`config.mk`:
```
export PLATFORM = sky130hd
export DESIGN_NAME = multicycle_sequencer
export DESIGN_NICKNAME = d
export VERILOG_FILES = /design/src/rtl/multicycle_sequencer_pkg.sv /design/src/rtl/multicycle_sequencer_op_decode.sv /design/src/rtl/multicycle_sequencer.sv
export SDC_FILE = /design/constraint.sdc
export NUM_CORES = 1
export LEC_CHECK = 0
export CORE_MARGIN = 1
export CORE_UTILIZATION = 30
export DETAILED_ROUTE_END_ITERATION = 7
export GPL_ROUTABILITY_DRIVEN = 0
export HOLD_SLACK_MARGIN = 0.12
export PLACE_DENSITY = 0.59
export SLEW_MARGIN = 20
export SYNTH_ARGS = -nofsm -noshare
export SYNTH_HDL_FRONTEND = slang
export SYNTH_SLANG_ARGS = --single-unit
```
`constraint.sdc`:
```
create_clock -name clk -period 2.6 [get_ports clk]
set_clock_uncertainty 0.2 [all_clocks]
set_input_delay 0.52 -clock clk [delete_from_list [all_inputs] [get_ports clk]]
set_output_delay 0.52 -clock clk [all_outputs]
set_load 0.05 [all_outputs]
```
`src/rtl/multicycle_sequencer_pkg.sv`:
```
// Shared definitions for the multi-cycle MIPS-basic control sequencer:
// state encoding, opcode and ALU-control constants, decoded-opcode record.
package multicycle_sequencer_pkg;

   typedef enum logic [2:0] {
      S_IDLE   = 3'd0,
      S_FETCH  = 3'd1,
      S_DECODE = 3'd2,
      S_EXEC   = 3'd3,
      S_MEM    = 3'd4,
      S_WB     = 3'd5,
      S_ERR    = 3'd6
   } state_e;

   typedef enum logic [1:0] {
      CLS_ALU = 2'd0,
      CLS_LW  = 2'd1,
      CLS_SW  = 2'd2
   } op_class_e;

   localparam logic [5:0] OP_ADD  = 6'b000001;
   localparam logic [5:0] OP_SUB  = 6'b000010;
   localparam logic [5:0] OP_INC  = 6'b000011;
   localparam logic [5:0] OP_DEC  = 6'b000100;
   localparam logic [5:0] OP_AND  = 6'b000101;
   localparam logic [5:0] OP_OR   = 6'b000110;
   localparam logic [5:0] OP_XOR  = 6'b000111;
   localparam logic [5:0] OP_NOT  = 6'b001000;
   localparam logic [5:0] OP_SLL  = 6'b001001;
   localparam logic [5:0] OP_SRL  = 6'b001010;
   localparam logic [5:0] OP_ADDI = 6'b001011;
   localparam logic [5:0] OP_SUBI = 6'b001100;
   localparam logic [5:0] OP_CMP  = 6'b001101;
   localparam logic [5:0] OP_LW   = 6'b100010;
   localparam logic [5:0] OP_SW   = 6'b100100;

   localparam logic [3:0] ALU_NOT = 4'b0000;
   localparam logic [3:0] ALU_AND = 4'b0001;
   localparam logic [3:0] ALU_XOR = 4'b0010;
   localparam logic [3:0] ALU_OR  = 4'b0011;
   localparam logic [3:0] ALU_DEC = 4'b0100;
   localparam logic [3:0] ALU_ADD = 4'b0101;
   localparam logic [3:0] ALU_SUB = 4'b0110;
   localparam logic [3:0] ALU_INC = 4'b0111;
   localparam logic [3:0] ALU_CMP = 4'b1000;
   localparam logic [3:0] ALU_SLL = 4'b1001;
   localparam logic [3:0] ALU_SRL = 4'b1010;

   typedef struct packed {
      logic       legal;
      op_class_e  cls;
      logic [3:0] alu_ctrl;
      logic       alu_src;
      logic       shamt_sel;
      logic       reg_dst;
      logic       mem_to_reg;
   } dec_t;

endpackage

```
`src/rtl/multicycle_sequencer_op_decode.sv`:
```
// Combinational opcode decoder: legality, instruction class and the
// datapath selects / ALU operation associated with each opcode.
module op_decode
   import multicycle_sequencer_pkg::*;
(
   input  logic [5:0] opcode_i,
   output dec_t       dec_o
);

   always_comb begin
      dec_o       = '0;
      dec_o.legal = 1'b1;
      dec_o.cls   = CLS_ALU;
      case (opcode_i)
         OP_ADD, OP_ADDI: dec_o.alu_ctrl = ALU_ADD;
         OP_SUB, OP_SUBI: dec_o.alu_ctrl = ALU_SUB;
         OP_INC:          dec_o.alu_ctrl = ALU_INC;
         OP_DEC:          dec_o.alu_ctrl = ALU_DEC;
         OP_AND:          dec_o.alu_ctrl = ALU_AND;
         OP_OR:           dec_o.alu_ctrl = ALU_OR;
         OP_XOR:          dec_o.alu_ctrl = ALU_XOR;
         OP_NOT:          dec_o.alu_ctrl = ALU_NOT;
         OP_SLL:          dec_o.alu_ctrl = ALU_SLL;
         OP_SRL:          dec_o.alu_ctrl = ALU_SRL;
         OP_CMP:          dec_o.alu_ctrl = ALU_CMP;
         OP_LW: begin
            dec_o.cls      = CLS_LW;
            dec_o.alu_ctrl = ALU_ADD;
         end
         OP_SW: begin
            dec_o.cls      = CLS_SW;
            dec_o.alu_ctrl = ALU_ADD;
         end
         default: begin
            dec_o.legal = 1'b0;
            dec_o.cls   = CLS_ALU;
         end
      endcase
      dec_o.alu_src    = opcode_i inside {OP_ADDI, OP_SUBI, OP_LW, OP_SW};
      dec_o.shamt_sel  = opcode_i inside {OP_SLL, OP_SRL};
      dec_o.reg_dst    = dec_o.legal && (dec_o.cls == CLS_ALU);
      dec_o.mem_to_reg = dec_o.legal && (dec_o.cls == CLS_ALU);
   end

endmodule

```
`src/rtl/multicycle_sequencer.sv`:
```
// Multi-cycle FETCH/DECODE/EXEC/MEM/WB control FSM for the MIPS-basic datapath,
// sharing one memory port between instruction and data via a ready handshake.
module multicycle_sequencer
   import multicycle_sequencer_pkg::*;
#(
   parameter int unsigned MEM_TIMEOUT = 15,
   parameter int unsigned TIMEOUT_W   = 4
)(
   input  logic       clk,
   input  logic       rst_n,
   input  logic       Run,
   input  logic       Clear,
   input  logic [5:0] Opcode,
   input  logic       Mem_Ready,
   output logic       PC_Write,
   output logic       IR_Write,
   output logic       Instr_Sel,
   output logic       Mem_Read,
   output logic       Mem_Write,
   output logic       Reg_Dst,
   output logic       Alu_Src,
   output logic       Mem_To_Reg,
   output logic       Shamt_Sel,
   output logic [3:0] Alu_Control,
   output logic       Reg_Write,
   output logic       Instr_Done,
   output logic       Illegal_Op,
   output logic       Timeout,
   output logic       Busy
);

   localparam logic [TIMEOUT_W-1:0] CNT_LAST = TIMEOUT_W'(MEM_TIMEOUT - 1);

   state_e               state_q, state_d;
   logic [TIMEOUT_W-1:0] cnt_q, cnt_d;
   logic [5:0]           op_q, op_d;
   logic                 ill_q, ill_d;
   logic                 tmo_q, tmo_d;
   logic [5:0]           dec_op;
   dec_t                 dec;
   logic                 cnt_last;
   logic                 sel_on;

   // One decoder serves both uses: the live opcode while in DECODE, the latched one afterwards.
   assign dec_op   = (state_q == S_DECODE) ? Opcode : op_q;
   assign cnt_last = (cnt_q == CNT_LAST);

   op_decode u_op_decode (
      .opcode_i (dec_op),
      .dec_o    (dec)
   );

   always_comb begin
      state_d = state_q;
      cnt_d   = '0;
      op_d    = op_q;
      ill_d   = ill_q;
      tmo_d   = tmo_q;
      case (state_q)
         S_IDLE: if (Run) state_d = S_FETCH;
         S_FETCH: begin
            if (Mem_Ready) begin
               state_d = S_DECODE;
            end else if (cnt_last) begin
               state_d = S_ERR;
               tmo_d   = 1'b1;
            end else begin
               cnt_d = cnt_q + TIMEOUT_W'(1);
            end
         end
         S_DECODE: begin
            op_d = Opcode;
            if (dec.legal) begin
               state_d = S_EXEC;
            end else begin
               state_d = S_ERR;
               ill_d   = 1'b1;
            end
         end
         S_EXEC: state_d = (dec.cls == CLS_ALU) ? S_WB : S_MEM;
         S_MEM: begin
            if (Mem_Ready) begin
               if (dec.cls == CLS_LW) state_d = S_WB;
               else                   state_d = Run ? S_FETCH : S_IDLE;
            end else if (cnt_last) begin
               state_d = S_ERR;
               tmo_d   = 1'b1;
            end else begin
               cnt_d = cnt_q + TIMEOUT_W'(1);
            end
         end
         S_WB: state_d = Run ? S_FETCH : S_IDLE;
         S_ERR: begin
            if (Clear) begin
               state_d = S_IDLE;
               ill_d   = 1'b0;
               tmo_d   = 1'b0;
            end
         end
         default: state_d = S_IDLE;
      endcase
   end

   always_ff @(posedge clk or negedge rst_n) begin
      if (!rst_n) begin
         state_q <= S_IDLE;
         cnt_q   <= '0;
         op_q    <= '0;
         ill_q   <= 1'b0;
         tmo_q   <= 1'b0;
      end else begin
         state_q <= state_d;
         cnt_q   <= cnt_d;
         op_q    <= op_d;
         ill_q   <= ill_d;
         tmo_q   <= tmo_d;
      end
   end

   assign sel_on = state_q inside {S_EXEC, S_MEM, S_WB};

   always_comb begin
      PC_Write    = 1'b0;
      IR_Write    = 1'b0;
      Instr_Sel   = 1'b0;
      Mem_Read    = 1'b0;
      Mem_Write   = 1'b0;
      Reg_Write   = 1'b0;
      Instr_Done  = 1'b0;
      Reg_Dst     = sel_on & dec.reg_dst;
      Alu_Src     = sel_on & dec.alu_src;
      Mem_To_Reg  = sel_on & dec.mem_to_reg;
      Shamt_Sel   = sel_on & dec.shamt_sel;
      Alu_Control = sel_on ? dec.alu_ctrl : '0;
      case (state_q)
         S_FETCH: begin
            Instr_Sel = 1'b1;
            Mem_Read  = 1'b1;
            IR_Write  = Mem_Ready;
            PC_Write  = Mem_Ready;
         end
         S_MEM: begin
            Mem_Read   = (dec.cls == CLS_LW);
            Mem_Write  = (dec.cls == CLS_SW);
            Instr_Done = (dec.cls == CLS_SW) & Mem_Ready;
         end
         S_WB: begin
            Reg_Write  = 1'b1;
            Instr_Done = 1'b1;
         end
         default: ;
      endcase
      Illegal_Op = ill_q;
      Timeout    = tmo_q;
      Busy       = !(state_q inside {S_IDLE, S_ERR});
   end

endmodule

```
== Yosys cells after proc, flatten, opt, wreduce, memory -nomap -nowiden ==
Index checks and enable logic that the tools add are counted.
W data, S select, Z words.

* Word-level logic and storage cells: 86
* Bits of input ports: 11
* Output and inout port bits: 18
* Flip-flop bits (word level): 15

* Equal/unequal tests: 29
* Muxes and demuxes: 30
* Reductions and logical operators: 17
* Bitwise gates (word level): 4
* $add $sub $neg: 1

{| class="wikitable"
|+ Operators by type and width
! kind !! count
|-
| $pmux W4 S10 || 1
|-
| $eq A6 B4 Y1 const B || 6
|-
| $eq A6 B3 Y1 const B || 4
|-
| $mux W3 || 7
|-
| $pmux W3 S7 || 1
|-
| $mux W4 || 4
|-
| $reduce_or A15 Y1 || 1
|-
| $eq A6 B2 Y1 const B || 2
|-
| $eq A6 B6 Y1 const B || 2
|-
| $mux W1 || 11
|-
| $eq A3 B3 Y1 const B || 3
|-
| $ne A2 B2 Y1 const B || 4
|-
| $pmux W1 S2 || 4
|-
| $reduce_bool A2 Y1 || 4
|-
| $eq A3 B2 Y1 const B || 2
|-
| $eq A6 B1 Y1 const B || 1
|-
| $mux W6 || 1
|-
| $add A4 B1 Y4 const B || 1
|-
| $and A1 B1 Y1 || 4
|-
| $eq A4 B4 Y1 const B || 1
|-
| $pmux W2 S2 || 1
|-
| $reduce_and A4 Y1 || 1
|-
| $reduce_bool A4 Y1 || 1
|-
| $reduce_or A2 Y1 || 2
|-
| 12 further kinds || 12
|}

== Logic depth before layout (Yosys ltp) ==
Gate-level depths: netlist of the first run.

* Depth in word-level cells: 8
* Depth in mapped cells: 8
* Depth with buffers taken out: 7

== Hierarchy ==
From an unflattened synthesis of the first run, not the netlist that was laid out.

* Cell total of the unflattened synthesis: 147
* Area, all modules: 1191.1 um^2

{| class="wikitable"
|+ By module, submodules not included
! module !! times used !! cells each !! area an instance (um^2)
|-
| multicycle_sequencer || 1 || 99 || 903.4
|-
| op_decode || 1 || 48 || 287.8
|}

== Least setup slack after synthesis of the first run ==
Ideal clock, no wire load.

* Path kind: register -> output
* From: reg state_q[0]
* To: out Instr_Done
* Required time: 1.880 ns
* Path buffers: 1
* Arrival time: 3.428 ns
* Stages on the path, launching flop included: 6
* Slack: -1.548 ns
* Cells stage by stage: dfrtp_1 > clkbuf_1 > or2b_1 > nor4b_1 > nor4b_1 > a21o_1

* Word-level cells in the longest chain between the ends: 7
* Elaborated cells between the ends (all ways): 10
* Those cells by class: eq/ne: 6; mux: 3; bitwise: 1

{| class="wikitable"
|+ RTL lines
! what !! line !! text
|-
| from (decl) || multicycle_sequencer.sv:34 || <nowiki>state_e state_q, state_d;</nowiki>
|-
| from (signal assigned) || multicycle_sequencer.sv:112 || <nowiki>state_q <= state_d;</nowiki>
|-
| $eq A3 B2 Y1 || multicycle_sequencer.sv:45 || <nowiki>assign dec_op = (state_q == S_DECODE) ? Opcode : op_q;</nowiki>
|-
| $mux W6 || -- ||
|-
| $eq A6 B6 Y1 || multicycle_sequencer_op_decode.sv:14 || <nowiki>case (opcode_i)</nowiki>
|-
| $pmux W2 S2 || multicycle_sequencer_op_decode.sv:14 ||
|-
| $eq A2 B2 Y1 || multicycle_sequencer.sv:145 || <nowiki>Instr_Done = (dec.cls == CLS_SW) & Mem_Ready;</nowiki>
|-
| $and A1 B1 Y1 || multicycle_sequencer.sv:145 ||
|-
| $pmux W1 S2 (*) || multicycle_sequencer.sv:135 || <nowiki>case (state_q)</nowiki>
|-
| to (decl) || multicycle_sequencer.sv:26 || <nowiki>output logic Instr_Done,</nowiki>
|}

Every way passes the cells marked *; elsewhere a longest branch is shown, timed or not.

== Worst setup path in the final report of the first run ==
* From: reg state_q[0]
* To: out Alu_Control[1]

* Word-level cells in the longest chain between the ends: 6
* Elaborated cells between the ends (all ways): 24
* Those cells by class: eq/ne: 18; mux: 3; reduce/logical: 3

{| class="wikitable"
|+ RTL lines
! what !! line !! text
|-
| $eq A3 B2 Y1 (*) || multicycle_sequencer.sv:45 ||
|-
| $mux W6 (*) || -- ||
|-
| net dec_op[5] || multicycle_sequencer.sv:39 || <nowiki>logic [5:0] dec_op;</nowiki>
|-
| $eq A6 B1 Y1 (tied with other cells) || multicycle_sequencer_op_decode.sv:14 ||
|-
| $reduce_or A4 Y1 (no source line) or $reduce_or A2 Y1 (tied branches) || -- ||
|-
| $pmux W4 S10 (*) || multicycle_sequencer_op_decode.sv:14 ||
|-
| $mux W4 (*) || multicycle_sequencer.sv:134 || <nowiki>Alu_Control = sel_on ? dec.alu_ctrl : '0;</nowiki>
|-
| to (decl) || multicycle_sequencer.sv:24 || <nowiki>output logic [3:0] Alu_Control,</nowiki>
|}

The timed path passes the listed nets; every way through them passes the cells marked *.

==> impl_results.md, run 1 <==
* Status: complete, but fails checks
* Failing checks: setup timing
* CTS tree: done
* RSZ-0062 raised after global routing: true
* Post-synth EDFFs at 0
* Via count at 1332
* Core area at 3970 um2
* Die Footprint at 4390 um2
* Initial DRT Pass Iterations at 4
* Worst setup path start: state_q[0]
* Setup ws final at -0.504 ns
* Slowest stage delay, CP at 0.55 ns
* Mapped Cells at 149
* Std cell rows at 23
* Register bit total from synthesis at 15
* Final ANT Viol Nets at 0
* Ys Warns at 0
* Critical path, cell by cell: nor3b_4 -> buf_6 -> mux2i_4 -> inv_2 -> or4_4 -> a311oi_4 -> buf_12
* Setup TNS at -2.98 ns
* Clk_lat worst skew at 0.25 ns
* Max Slew Vio Count at 0
* Clock tree sinks at 15
* Final WL at 3800 um
* Final Hold Viols at 0
* Ant diodes at 0
* Register area share after synthesis at 30.3%
* Startpoint Class: flop
* Die H at 66.3 um
* Required @ worst endpoint at 1.88 ns
* Fill count at 334
* Synth Flop Type: dfrtp_1
* Post-synthesis cell type count at 48
* Grt ovf at 0
* Crit path max fanout at 4
* Area Overhead vs Synth at 84.9%
* Maximum VDD drop at 0.631 mV
* DP HPWL at 2830 um
* Initial DRC Count at 71
* CTS Hold Bufs at 0
* Vias in the first global route at 1333
* Setup CP Type: reg -> out
* Die X at 66.3 um
* Total Nets Final at 226
* I/O Pins at 29
* Worst Min Path Start: Illegal_Op
* Root Buffer: clkbuf_8
* Drt wl/cell at 14.5 um
* Synth Area per Inst at 8.32 um2
* H-tree depth at 1
* Placed cell count at 251
* Fin crit share at 119%
* Crit end category: output port
* Clock transition at path regs at 0.06 ns
* Worst R2R Start: state_q[0]
* Share of the synthesized area in the top cell type at 30.3%
* Clock tree buffer depth at 2
* FMAX at 322 MHz
* Total CTS buffers at 3
* Crit path max-delay cell type: or4_4
* Setup Viol. Count Final at 10
* DR vias/cell at 5.08
* Dominant cell type by area after synthesis: dfrtp_1
* Number of remaining DRC errors at 0
* Top Metal Used: met4
* WL met2 at 1920 um
* Largest net degree at the start of global routing at 18
* Buffers on Ports at 28
* Total track usage at 18.3%
* Max_cap viols at 0
* Initial antenna violation count at 0
* Met3 wire length at 88 um
* First-pass GRT wire length at 6090 um
* Post-Syn Nets at 162
* Crit path time final at 3.10 ns
* Lkg Pwr at 0.944 nW
* Post-route insts no fill at 262
* DRT met1 WL at 1740 um
* Layout cells sized above 1 at 45.8%
* Ys async rst share at 100%
* Hold WC Path Type: reg -> reg
* Initial core utilization at 31.2%
* Slew Limit Headroom at 50.5%
* Synth top area cells: dfrtp_1 (30%), mux2i_1 (4.8%), nor2_1 (4.2%)
* Post-Syn Area at 1240 um2
* Worst-margin pin slew at 0.740 ns
* Arrival @ worst endpoint at 2.38 ns
* Pwr Density at 1220 nW/um2
-- cell families (layout without fill, tap and decap cells) --
kind of cell	count (synthesis)	in the layout	synth area share (%)
flops	15	15	30.3
fa+ha+maj	2	2	2.02
simple gates	63	63	27.9
mux	10	10	9.38
xor+xnor	5	5	3.53
buf+inv	18	81	7.26
compound gates	36	36	19.7
-- area by class of cell --
cell class / instances / area (um2) / share of cell area (%)
repair buffers: 70 / 764 / 33.4
well taps: 50 / 62.6 / 2.73
flip-flops and latches: 15 / 377 / 16.4
clock buffers: 4 / 45.0 / 1.97
inverters: 7 / 26.3 / 1.15
multi-input cells: 116 / 1020 / 44.4
-- cells in the mapped netlist (all sizes together) (2+ instances only) --
cell type	number
xor2	2
a21oi	7
nor2	14
mux2	3
a311oi	2
buf	4
a211oi	3
nand2	12
nor2b	6
inv	7
or3	2
nor4b	3
nand3	6
nand3b	2
nor3	6
mux2i	7
nand2b	2
ha	2
dfrtp	15
o21ai	7
clkbuf	7
xnor2	3
a31oi	5
nor3b	2
-- repair_timing --
action,CTS,global route
setup endpoints to repair,11,11
pin swaps,6,6
buffers inserted,4,3
resized for setup,29,6
gates cloned,0,0
endpoints found under the hold margin,0,0
-- layer usage --
metal  vias up  GRT usage, %
li1        667             -
met1       640          24.0
met2        20          29.7
met3         5          2.76
met4         0          7.18
met5         -             0
-- metrics by stage --
step                total power, W  setup WS, ns  instance area (um2)  hold WS, ns  utilization, %
finish                     0.00280        -0.504                 2290        0.281            57.7
global route               0.00296        -0.585                 2290        0.320            57.7
detailed placement         0.00231        -0.388                 2040        0.268            51.4
global placement           0.00229        -0.364                 2040        0.267            51.4
CTS                        0.00274        -0.513                 2240        0.287            56.4
floorplan                  0.00155        -0.356                 1380       0.0244               -
-- flip-flops by register name (all words and copies together) (netlist names) --
register and cells:
Timeout 1, Illegal_Op 1, op_q 6, cnt_q 4, state_q 3
-- cell usage in the layout, fill, tap and decap left out, drive strengths merged, types with 3 or more instances in the layout --
| master | n |
|---|---|
| o21ai | 7 |
| mux2i | 7 |
| nand3 | 6 |
| nand2 | 12 |
| clkdlybuf4s50 | 9 |
| nor3 | 6 |
| a21oi | 7 |
| a31oi | 5 |
| dfrtp | 15 |
| inv | 7 |
| nor4b | 3 |
| xnor2 | 3 |
| a211oi | 3 |
| mux2 | 3 |
| buf | 58 |
| nor2b | 6 |
| nor2 | 14 |
| clkbuf | 4 |
-- where the power goes --
group	total, W	internal (W)	switching (W)
combinational	0.00219	0.00104	0.00115
clock	0.000198	0.000109	0.0000892
sequential	0.000412	0.000318	0.0000942
-- path summary, 6_finish.rpt --
| path | depth (start not counted) | to | slack (ns) |
|---|---|---|---|
| min in group asynchronous | 1 | cnt_q[2] | 0.50 |
| setup reg to reg | 7 | state_q[0] | 0.43 |
| hold reg to reg | 2 | Illegal_Op | 0.28 |
| hold / removal | 2 | Illegal_Op | 0.28 |
| setup / recovery | 7 | Alu_Control[1] | -0.50 |
| max in group asynchronous | 1 | state_q[2] | 1.18 |
-- worst max-delay path: cells and delay by family, from the launching register on --
family	cells	cell delay [ns]
AOI/OAI and AO/OA	1	0.27
buffers and inverters	3	0.40
DFF	1	0.41
muxes	1	0.25
and+or+nand+nor	2	0.80
(Power assumes the default switching activity.)
==> run 2: changes to the inputs <==
- SKIP_CTS_REPAIR_TIMING: not set -> 1
==> run 2 against run 1 <==
Effect of this change: the flow still finishes with violations (setup timing); sequential share of layout area up 0.41 points; sequential power about the same; die area unchanged; non-clock buffer count shrank 2; worst hold slack about the same.
==> impl_results.md, run 2 (same netlist as run 1, synthesis figures left out) <==
* Status: complete, but fails checks
* Failing checks: setup timing
* Crit path time final at 3.12 ns (+0.0138 ns)
* Max Slew Vio Count at 0 (unchanged)
* Hold WC Path Type: reg -> reg
* Most frequent cells in the layout: buf_4 (37), dfrtp_1 (14), nor2_1 (14), buf_12 (14), nand2_1 (12)
* Layout cells sized above 1 at 43.8% (-1.9 points)
* Gate power share at 77.5% (-0.7 points)
* Die H at 66.3 um (unchanged)
* Placed cell count at 251 (unchanged)
* Total Nets Final at 224 (-0.88%)
* Arrival @ worst endpoint at 2.40 ns (+0.02 ns)
* Startpoint Class: flop
* Final WL at 3710 um (-2.5%)
* Initial antenna violation count at 0 (unchanged)
* Maximum VDD drop at 0.584 mV (-7.5%)
* DRT met1 WL at 1680 um (-3.5%)
* Setup Viol. Count Final at 10 (unchanged)
* Max_cap viols at 0 (unchanged)
* Total track usage at 17.6% (-0.63 points)
* Buffers on Ports at 28 (unchanged)
* First-pass GRT wire length at 5910 um (-2.8%)
* FMAX at 321 MHz (-0.44%)
* CTS tree: done
* Critical path, cell by cell: nor3b_4 -> buf_6 -> mux2i_4 -> inv_2 -> or4_4 -> a311oi_4 -> buf_12
* Ant diodes at 0 (unchanged)
* Std cell rows at 23 (unchanged)
* Grt ovf at 0 (unchanged)
* Drt wl/cell at 14.3 um (-1.8%)
* Pwr Density at 1210 nW/um2 (-1.2%)
* Met3 wire length at 101 um (+15%)
* Cell-internal power at 0.00142 W (-3.5%)
* Initial DRT Pass Iterations at 4 (unchanged)
* H-tree depth at 1 (unchanged)
* DP HPWL at 2830 um (unchanged)
* Total CTS buffers at 3 (unchanged)
* Die Footprint at 4390 um2 (unchanged)
* Area Overhead vs Synth at 80.3%
* Slowest stage delay, CP at 0.55 ns (about the same)
* Via count at 1332 (unchanged)
* Initial DRC Count at 70 (-1.4%)
* Vias in the first global route at 1329 (-0.30%)
* Switching share of power at 47.5% (-0.064 points)
* RSZ-0062 raised after global routing: true
* DR vias/cell at 5.12 (+0.77%)
* WL met2 at 1870 um (-2.5%)
* Top Metal Used: met4
* Fin crit share at 120% (+0.53 points)
* Final ANT Viol Nets at 0 (unchanged)
* Core area at 3970 um2 (unchanged)
* Post-layout util at 56.3% (-1.4 points)
* Worst-margin pin slew at 0.741 ns (+0.00115 ns)
* Die X at 66.3 um (unchanged)
* Largest net degree at the start of global routing at 18 (unchanged)
* Slew Limit Headroom at 50.4% (-0.077 points)
* Root Buffer: clkbuf_8
* Pre-CTS setup slack at -0.388 ns (unchanged)
* Top reg by flops: op_q
* Lkg Pwr at 0.939 nW (-0.48%)
* Commonest non-fill, non-tap cell in the layout: buf_4
* Worst R2R Setup Slack at 0.43 ns (about the same)
* Setup ws final at -0.518 ns (-0.0138 ns)
* Sequential Power Share at 15.2% (+0.5 points)
* Largest registers: op_q (6), cnt_q (4), state_q (3)
* Net Sw Power at 0.00128 W (-3.7%)
* Required @ worst endpoint at 1.88 ns (about the same)
* I/O Pins at 29 (unchanged)
* Crit path max-delay cell type: or4_4
* Clock transition at path regs at 0.06 ns (about the same)
* Clock tree buffer depth at 2 (unchanged)
* Final Hold Viols at 0 (unchanged)
* Setup CP Type: reg -> out
* Post-route insts no fill at 260 (-0.76%)
* Crit end category: output port
* Max FFs per register at 6 (unchanged)
* Number of remaining DRC errors at 0 (unchanged)
* Crit path max fanout at 5 (+1)
* Clock tree sinks at 15 (unchanged)
* Clk_lat worst skew at 0.25 ns (about the same)
* Clk pwr share at 7.3% (+0.2 points)
* Initial core utilization at 31.2% (unchanged)
-- run 2: cell types whose count changed in the layout (fill, tap and decap cells not counted), moves of 2 or more --
cell,previous run,this run
dlymetal6s2s_1,1,3
buf_4,35,37
mux2i_4,5,3
nand2_1,10,12
buf_6,9,5
dlygate4sd2_1,2,0
nand2_2,2,0
-- run 2: cell type report --
| type | count | area (um2) |
|---|---|---|
| fillers | 339 | 1740 |
| multi-input cells | 116 | 983 |
| repair buffers | 68 | 742 |
| flip-flops and latches | 15 | 377 |
| well taps | 50 | 62.6 |
| clock buffers | 4 | 45.0 |
| inverters | 7 | 26.3 |
-- run 2: path summary, 6_finish.rpt --
path	from	endpoint	depth (start not counted)
max in group asynchronous	rst_n	state_q[2]	1
max reg2reg	state_q[0]	state_q[0]	7
max	state_q[0]	Alu_Control[1]	7
min	Illegal_Op	Illegal_Op	2
min reg2reg	Illegal_Op	Illegal_Op	2
min in group asynchronous	rst_n	cnt_q[2]	1
-- run 2: routing by layer --
| metal | track usage (%) | up-vias |
|---|---|---|
| met2 | 29.1 | 22 |
| met5 | 0 | - |
| met4 | 6.91 | 0 |
| met3 | 2.76 | 5 |
| li1 | - | 662 |
| met1 | 22.8 | 643 |
-- run 2: worst max-delay path, delay by kind of cell, from the launching register on --
kind | cells | cell delay [ns]
simple gates | 2 | 0.80
buf+inv | 3 | 0.42
flops | 1 | 0.41
compound gates | 1 | 0.27
mux | 1 | 0.25
-- run 2: power by group through the flow --
stage                     Combinational [W]  Clock [W]  Sequential (W)
after floorplan                     0.00113          0        0.000418
after global placement              0.00189          0        0.000401
after detailed placement            0.00191          0        0.000408
after CTS                           0.00191   0.000204        0.000404
after global routing                0.00223   0.000214        0.000421
final                               0.00209   0.000198        0.000410
-- run 2: per-stage QoR --
| stage | TNS, ns | hold slack (ns) | area, um2 | power (W) |
|---|---|---|---|---|
| floorplan | -1.60 | 0.0244 | 1380 | 0.00155 |
| global placement | -2.68 | 0.267 | 2040 | 0.00229 |
| detailed placement | -2.93 | 0.268 | 2040 | 0.00231 |
| CTS | -4.15 | 0.287 | 2090 | 0.00252 |
| global route | -4.24 | 0.320 | 2240 | 0.00286 |
| finish | -3.19 | 0.281 | 2240 | 0.00270 |
